`src/rtl/if_msg_collector_pkg.sv`:
```
// ---------------------------------------------------------------------------
// if_msg_collector_pkg
// Shared constants and types for the interface message collector:
//   SYNC_BYTE  - first byte of every frame (not part of the checksum)
//   MAX_LEN    - slave FIFO depth; a fill count of 0 with have_msg set means full
//   state_t    - frame sequencer states
//   len_to_cnt - maps the 8-bit FIFO fill count to the 7-bit payload count
// ---------------------------------------------------------------------------
package if_msg_collector_pkg;

    localparam logic [7:0] SYNC_BYTE = 8'hAA;
    localparam int         MAX_LEN   = 64;

    typedef enum logic [2:0] {
        IDLE,
        SYNC,
        ADDR,
        LEN,
        PAYLOAD,
        CSUM
    } state_t;

    // A fill count of zero can only be seen while have_msg is high when the
    // FIFO has wrapped its counter, i.e. it holds MAX_LEN words.
    function automatic logic [6:0] len_to_cnt(input logic [7:0] len);
        if (len == 8'd0) begin
            return 7'(MAX_LEN);
        end
        return len[6:0];
    endfunction

endpackage

```
`src/rtl/if_msg_collector_rr_arbiter.sv`:
```
// ---------------------------------------------------------------------------
// rr_arbiter
// Combinational round-robin arbiter. Searches the request vector starting at
// the channel just after the last-served index, wrapping at N, and returns the
// first requester found.
// Ports:
//   req         in  N      request vector, bit i = channel i pending
//   last        in  IDX_W  index of the channel served most recently
//   grant_idx   out IDX_W  winning channel (0 when nothing is requested)
//   grant_valid out 1      at least one request is pending
// ---------------------------------------------------------------------------
module rr_arbiter #(
    parameter int N     = 4,
    parameter int IDX_W = (N > 1) ? $clog2(N) : 1
) (
    input  logic [N-1:0]     req,
    input  logic [IDX_W-1:0] last,
    output logic [IDX_W-1:0] grant_idx,
    output logic             grant_valid
);

    // One extra bit so last + offset (at most 2N-1) never overflows.
    localparam int SW = IDX_W + 1;

    logic [IDX_W-1:0] cand_idx [N];
    logic [N-1:0]     cand_req;

    // Candidate gi is the channel at distance gi+1 after last, so candidate 0
    // has the highest priority and candidate N-1 (last itself) the lowest.
    for (genvar gi = 0; gi < N; gi++) begin : g_cand
        logic [SW-1:0] sum;
        assign sum          = {1'b0, last} + SW'(gi + 1);
        assign cand_idx[gi] = (sum >= SW'(N)) ? IDX_W'(sum - SW'(N)) : IDX_W'(sum);
        assign cand_req[gi] = req[cand_idx[gi]];
    end

    // Scan from lowest to highest priority so the nearest requester wins.
    always_comb begin
        grant_idx   = '0;
        grant_valid = 1'b0;
        for (int k = N - 1; k >= 0; k--) begin
            if (cand_req[k]) begin
                grant_idx   = cand_idx[k];
                grant_valid = 1'b1;
            end
        end
    end

endmodule

```
`src/rtl/if_msg_collector.sv`:
```
// ---------------------------------------------------------------------------
// if_msg_collector
// Collects messages from N show-ahead slave FIFOs. Pending channels are
// served round-robin; the winner's FIFO is drained into one framed byte
// stream on a valid/ready link:
//   AA, ADDR_BASE+idx, len, payload[0..len-1], XOR(addr, len, payload)
// Ports:
//   clk           in  1    rising-edge clock
//   n_rst         in  1    asynchronous active-low reset
//   have_msg_bus  in  N    channel i FIFO non-empty
//   len_bus       in  8N   channel i fill count in [8i+7:8i] (0 = full, 64)
//   s_dout_bus    in  8N   channel i FIFO head word in [8i+7:8i]
//   s_rdreq_bus   out N    combinational pop strobe, at most one bit high
//   tx_data       out 8    registered frame byte
//   tx_valid      out 1    registered byte valid
//   tx_ready      in  1    sink accepts on tx_valid & tx_ready
//   busy          out 1    high from grant until the checksum is accepted
// ---------------------------------------------------------------------------
module if_msg_collector
    import if_msg_collector_pkg::*;
#(
    parameter int         N         = 4,
    parameter logic [7:0] ADDR_BASE = 8'h10
) (
    input  logic           clk,
    input  logic           n_rst,
    input  logic [N-1:0]   have_msg_bus,
    input  logic [8*N-1:0] len_bus,
    input  logic [8*N-1:0] s_dout_bus,
    output logic [N-1:0]   s_rdreq_bus,
    output logic [7:0]     tx_data,
    output logic           tx_valid,
    input  logic           tx_ready,
    output logic           busy
);

    localparam int IDX_W = (N > 1) ? $clog2(N) : 1;

    // Per-channel views of the packed buses.
    logic [7:0] len_arr  [N];
    logic [7:0] dout_arr [N];

    for (genvar gi = 0; gi < N; gi++) begin : g_unpack
        assign len_arr[gi]  = len_bus[8*gi +: 8];
        assign dout_arr[gi] = s_dout_bus[8*gi +: 8];
    end

    state_t           state_reg;
    logic [IDX_W-1:0] idx_reg;
    logic [IDX_W-1:0] last_reg;
    logic [6:0]       cnt_reg;
    // Payload bytes still to be presented, counting the one currently on
    // tx_data while in PAYLOAD.
    logic [6:0]       remaining_reg;
    logic [7:0]       csum_reg;
    logic [7:0]       tx_data_reg;
    logic             tx_valid_reg;
    logic             busy_reg;

    logic [IDX_W-1:0] grant_idx;
    logic             grant_valid;
    logic [6:0]       grant_cnt;
    logic [7:0]       grant_addr;
    logic             accept;
    logic             pop;
    logic [7:0]       head_byte;

    rr_arbiter #(
        .N     (N),
        .IDX_W (IDX_W)
    ) u_arb (
        .req         (have_msg_bus),
        .last        (last_reg),
        .grant_idx   (grant_idx),
        .grant_valid (grant_valid)
    );

    assign grant_cnt  = len_to_cnt(len_arr[grant_idx]);
    assign grant_addr = ADDR_BASE + 8'(grant_idx);
    assign accept     = tx_valid_reg & tx_ready;
    assign head_byte  = dout_arr[idx_reg];

    // Pop exactly when a payload byte is loaded from the FIFO head: on the
    // LEN accept and on each PAYLOAD accept that is not the last byte.
    always_comb begin
        pop = 1'b0;
        if (accept) begin
            if (state_reg == LEN) begin
                pop = 1'b1;
            end else if ((state_reg == PAYLOAD) && (remaining_reg > 7'd1)) begin
                pop = 1'b1;
            end
        end
    end

    for (genvar gi = 0; gi < N; gi++) begin : g_rdreq
        assign s_rdreq_bus[gi] = pop && (idx_reg == IDX_W'(gi));
    end

    always_ff @(posedge clk or negedge n_rst) begin
        if (!n_rst) begin
            state_reg     <= IDLE;
            idx_reg       <= '0;
            last_reg      <= IDX_W'(N - 1);
            cnt_reg       <= '0;
            remaining_reg <= '0;
            csum_reg      <= '0;
            tx_data_reg   <= '0;
            tx_valid_reg  <= 1'b0;
            busy_reg      <= 1'b0;
        end else begin
            case (state_reg)
                IDLE: begin
                    if (grant_valid) begin
                        idx_reg       <= grant_idx;
                        cnt_reg       <= grant_cnt;
                        remaining_reg <= grant_cnt;
                        // Seed the checksum with the address and length bytes.
                        csum_reg      <= grant_addr ^ {1'b0, grant_cnt};
                        tx_data_reg   <= SYNC_BYTE;
                        tx_valid_reg  <= 1'b1;
                        busy_reg      <= 1'b1;
                        state_reg     <= SYNC;
                    end
                end
                SYNC: begin
                    if (accept) begin
                        tx_data_reg <= ADDR_BASE + 8'(idx_reg);
                        state_reg   <= ADDR;
                    end
                end
                ADDR: begin
                    if (accept) begin
                        tx_data_reg <= {1'b0, cnt_reg};
                        state_reg   <= LEN;
                    end
                end
                LEN: begin
                    if (accept) begin
                        tx_data_reg <= head_byte;
                        csum_reg    <= csum_reg ^ head_byte;
                        state_reg   <= PAYLOAD;
                    end
                end
                PAYLOAD: begin
                    if (accept) begin
                        if (remaining_reg > 7'd1) begin
                            tx_data_reg   <= head_byte;
                            csum_reg      <= csum_reg ^ head_byte;
                            remaining_reg <= remaining_reg - 7'd1;
                        end else begin
                            tx_data_reg <= csum_reg;
                            state_reg   <= CSUM;
                        end
                    end
                end
                CSUM: begin
                    if (accept) begin
                        tx_valid_reg <= 1'b0;
                        busy_reg     <= 1'b0;
                        last_reg     <= idx_reg;
                        state_reg    <= IDLE;
                    end
                end
                default: begin
                    state_reg <= IDLE;
                end
            endcase
        end
    end

    assign tx_data  = tx_data_reg;
    assign tx_valid = tx_valid_reg;
    assign busy     = busy_reg;

endmodule

```
`config.mk`:
```
export PLATFORM = sky130hd
export DESIGN_NAME = if_msg_collector
export DESIGN_NICKNAME = d
export VERILOG_FILES = /design/src/rtl/if_msg_collector_pkg.sv /design/src/rtl/if_msg_collector_rr_arbiter.sv /design/src/rtl/if_msg_collector.sv
export SDC_FILE = /design/constraint.sdc
export NUM_CORES = 1
export LEC_CHECK = 0
export BUFFER_PORTS_ARGS = -buffer_cell sky130_fd_sc_hd__buf_4
export CAP_MARGIN = 20
export CORE_AREA = 4 4 78 80
export DETAILED_ROUTE_END_ITERATION = 8
export DIE_AREA = 0 0 82 84
export MAX_ROUTING_LAYER = met4
export PLACE_DENSITY = 0.81
export SETUP_SLACK_MARGIN = 0.05
export SYNTH_ARGS = -nofsm -noshare
export SYNTH_HDL_FRONTEND = slang
export SYNTH_SLANG_ARGS = --single-unit
```
`constraint.sdc`:
```
create_clock -name clk -period 2.4 [get_ports clk]
set_input_delay 0.12 -clock clk [delete_from_list [all_inputs] [get_ports clk]]
set_output_delay 0.12 -clock clk [all_outputs]
set_load 0.02 [all_outputs]
```
==> impl_metrics.env <==
export IMPL_netSwitchingFraction_pct=44.78
export IMPL_setup_violations=0
export IMPL_gp_congestion=0.9301
export IMPL_avgSynthCellArea_sq_um=8.510
export IMPL_vias=2750
export IMPL_dieWidth_um=82
export IMPL_tightestPinTransition_ps=643.0
export IMPL_wl_per_cell_um=16.36
export IMPL_synthDistinctLibCells=44
export IMPL_overflow=0
export IMPL_async_flop_share_pct=100.0
export IMPL_grt_start_max_net_pins=39
export IMPL_maxClockFrequency_mhz=427.3
export IMPL_ir_drop_v=0.0005932
export IMPL_synth_edf_count=0
export IMPL_port_buffers=84
export IMPL_fin_nets=479
export IMPL_remaining_drc_errors=0
export IMPL_whs_ps=308.3
export IMPL_cts_buffers=5
export IMPL_power_frac_comb_pct=58.8
export IMPL_ys_flop_type="dfrtp_1"
export IMPL_power_switching_w=0.001964
export IMPL_maxCapViolCount=0
export IMPL_yosys_top_cells_area="dfrtp_1 (34%), mux2i_1 (7.5%), nand2_1 (7.1%)"
export IMPL_synthCells=312
export IMPL_synth_seq_cells=38
export IMPL_clkSinkCount=38
export IMPL_cts_root_buf="clkbuf_8"
export IMPL_min_path_type="in2reg"
export IMPL_status="finished clean"
export IMPL_first_global_vias=2611
export IMPL_fin_ws_ps=59.53
export IMPL_synth_cell_area_sq_mm=0.002655
export IMPL_r2r_start="last_reg[1]"
export IMPL_p_leak_nw=1.683
export IMPL_synth_seq_area_share_pct=35.91
export IMPL_crit_required_ps=2570
export IMPL_rsz0062_at_grt="true"
export IMPL_io_pins=85
export IMPL_start_util_pct=49.12
export IMPL_hold_viol=0
export IMPL_tritoncts="yes"
export IMPL_hpwl_um=5857
export IMPL_rows=27
export IMPL_finalCriticalPeriod_ps=2340
export IMPL_crit_start="last_reg[1]"
export IMPL_antenna_found_initial=0
export IMPL_end_kind="register"
export IMPL_synth_area_leader_cell="dfrtp_1"
export IMPL_clk_latency_ps=300
export IMPL_pre_cts_ws_ps=44.61
export IMPL_drtPass1Iterations=5
export IMPL_drtIter0Drc=281
export IMPL_powerDensity_mw_per_mm2=1215
export IMPL_dieArea_sq_mm=0.006888
export IMPL_reg2reg_slack_ps=60
export IMPL_path_clk_slew_ps=90
export IMPL_antenna_cells=0
export IMPL_fillers=467
export IMPL_reg2reg_depth=10
export IMPL_cp_start_kind="register"
export IMPL_post_route_cells_drive_above_1_share_pct=32.92
export IMPL_drt_vias_per_instance=5.741
export IMPL_coreArea_sq_mm=0.005405
export IMPL_cp_max_fo=11
export IMPL_path_class="reg2reg"
export IMPL_pwr_share_seq_pct=28.6
export IMPL_grt_first_pass_wirelength_um=12400
export IMPL_ant_nets=0
export IMPL_cp_data_arrival_time_ps=2510
export IMPL_synth_top_area_share_pct=33.93
export IMPL_post_route_period_util_pct=97.52
export IMPL_hold_depth=5
export IMPL_wirelength_um=7835
export IMPL_max_slew_margin_pct=56.74
export IMPL_skew_ps=12.82
export IMPL_synth_warnings=0
export IMPL_slew_viol_final=0
export IMPL_grt_use_total_pct=23.77
export IMPL_min_from="len_bus[9]"
export IMPL_clockPowerShare_pct=12.6
export IMPL_die_height_um=84
export IMPL_cts_buffer_depth=2
export IMPL_synth_nets=385
export IMPL_htreeDepth=2
export IMPL_area_growth_pct=35.91
export IMPL_p_int_w=0.002421
## layout make-up
class / count / area (sq um) / share of cell area, %
timing repair buffer: 106 / 828.3 / 22.95
clock buffer: 5 / 68.82 / 1.907
sequential: 38 / 953.4 / 26.42
tap: 72 / 90.09 / 2.497
clock inverter: 3 / 45.04 / 1.248
inverter: 5 / 18.77 / 0.5201
multi-input combinational: 250 / 1604 / 44.45
## layer usage
metal  GRT usage (%)  part of all wire (%)  up-vias
li1                -                     -     1321
met1           31.36                    42     1299
met2           37.62                    50      118
met3           3.672                   6.0       12
met4           6.798                   2.4        0
met5               -                     0        -
## worst paths after layout
kind / endpoint
worst max-delay path: remaining_reg[6]
worst min-delay path: csum_reg[1]
worst max register to register: remaining_reg[6]
worst min register to register: cnt_reg[2]
max in group asynchronous: last_reg[1]
min in group asynchronous: csum_reg[0]
## layout by cell type (no fill, tap or decap), types with 6 or more instances in the layout
cell,synthesis,routed
mux4_2,8,8
nand2_1,50,49
dfrtp_1,36,36
mux2i_1,20,19
o21ai_1,9,10
a22oi_1,6,6
a21oi_1,14,14
buf_4,1,103
o21ai_0,29,28
nor2_1,41,41
a221oi_1,6,6
## cells by family (layout without fill, tap and decap cells)
group | after synthesis | in the layout | share of synthesized area [%]
AO/OA/AOI/OAI | 85 | 85 | 19.98
XOR/XNOR | 3 | 3 | 0.9898
adder cells (fa/ha/maj) | 2 | 2 | 0.9424
buffers and inverters | 24 | 119 | 4.147
flip-flops | 38 | 38 | 35.91
multiplexers | 34 | 34 | 17.01
AND/OR/NAND/NOR | 126 | 126 | 21.02
## synth_stat cells, types with 2 or more instances
master / number
nor4_1: 4
a31oi_1: 4
nor3_1: 5
buf_6: 2
o22ai_1: 4
o21ai_0: 29
nand2b_1: 5
o211ai_1: 3
mux2_2: 5
dfrtp_1: 36
nand2_1: 50
nor2b_1: 4
mux2i_1: 20
mux4_2: 8
inv_1: 5
and2_1: 5
ha_1: 2
nand3_1: 3
clkbuf_1: 14
nor3b_1: 5
a222oi_1: 2
a21oi_1: 14
a22o_1: 2
a221oi_1: 6
o21ai_1: 9
a22oi_1: 6
xor2_1: 2
nor2_1: 41
dfstp_2: 2
## worst max-delay path: stages, from the launching register on
cell and delay (ps):
dfstp_2 570, mux2_4 310, nand2_2 80, o221ai_2 120, buf_4 180, clkbuf_16 160
nor2b_1 130, o22ai_1 320, nor2_1 110, nand3_1 140, a31oi_1 110
## power groups by stage
stage	sequential, W	clock (W)	combinational [W]
after floorplan	0.00122	0	0.00169
after global routing	0.00130	0.000585	0.00284
after detailed placement	0.00126	0	0.00243
final	0.00125	0.000551	0.00258
after global placement	0.00125	0	0.00236
after CTS	0.00125	0.000552	0.00247
## through the flow
stage	total power [W]	TNS, ps	utilization [%]	instances	cell area [sq um]
2_1_floorplan	0.002907	0	-	312	2655
3_3_place_gp	0.003608	0	63.22	465	3417
3_5_place_dp	0.003697	0	63.22	465	3417
4_1_cts	0.004271	0	65.65	475	3548
5_1_grt	0.004730	-178.3	66.76	479	3608
6_report	0.004385	0	66.76	479	3608
## timing repair
action | 4_1_cts | 5_1_grt
hold buffers | 1 | 0
resized for setup | 0 | 4
pin swaps | 2 | 5
buffers inserted | 1 | 2
gates cloned | 0 | 1
hold endpoints to repair | 36 | 0
endpoints found under the setup margin | 3 | 6
No activity file was read; power rests on OpenSTA's default activity.
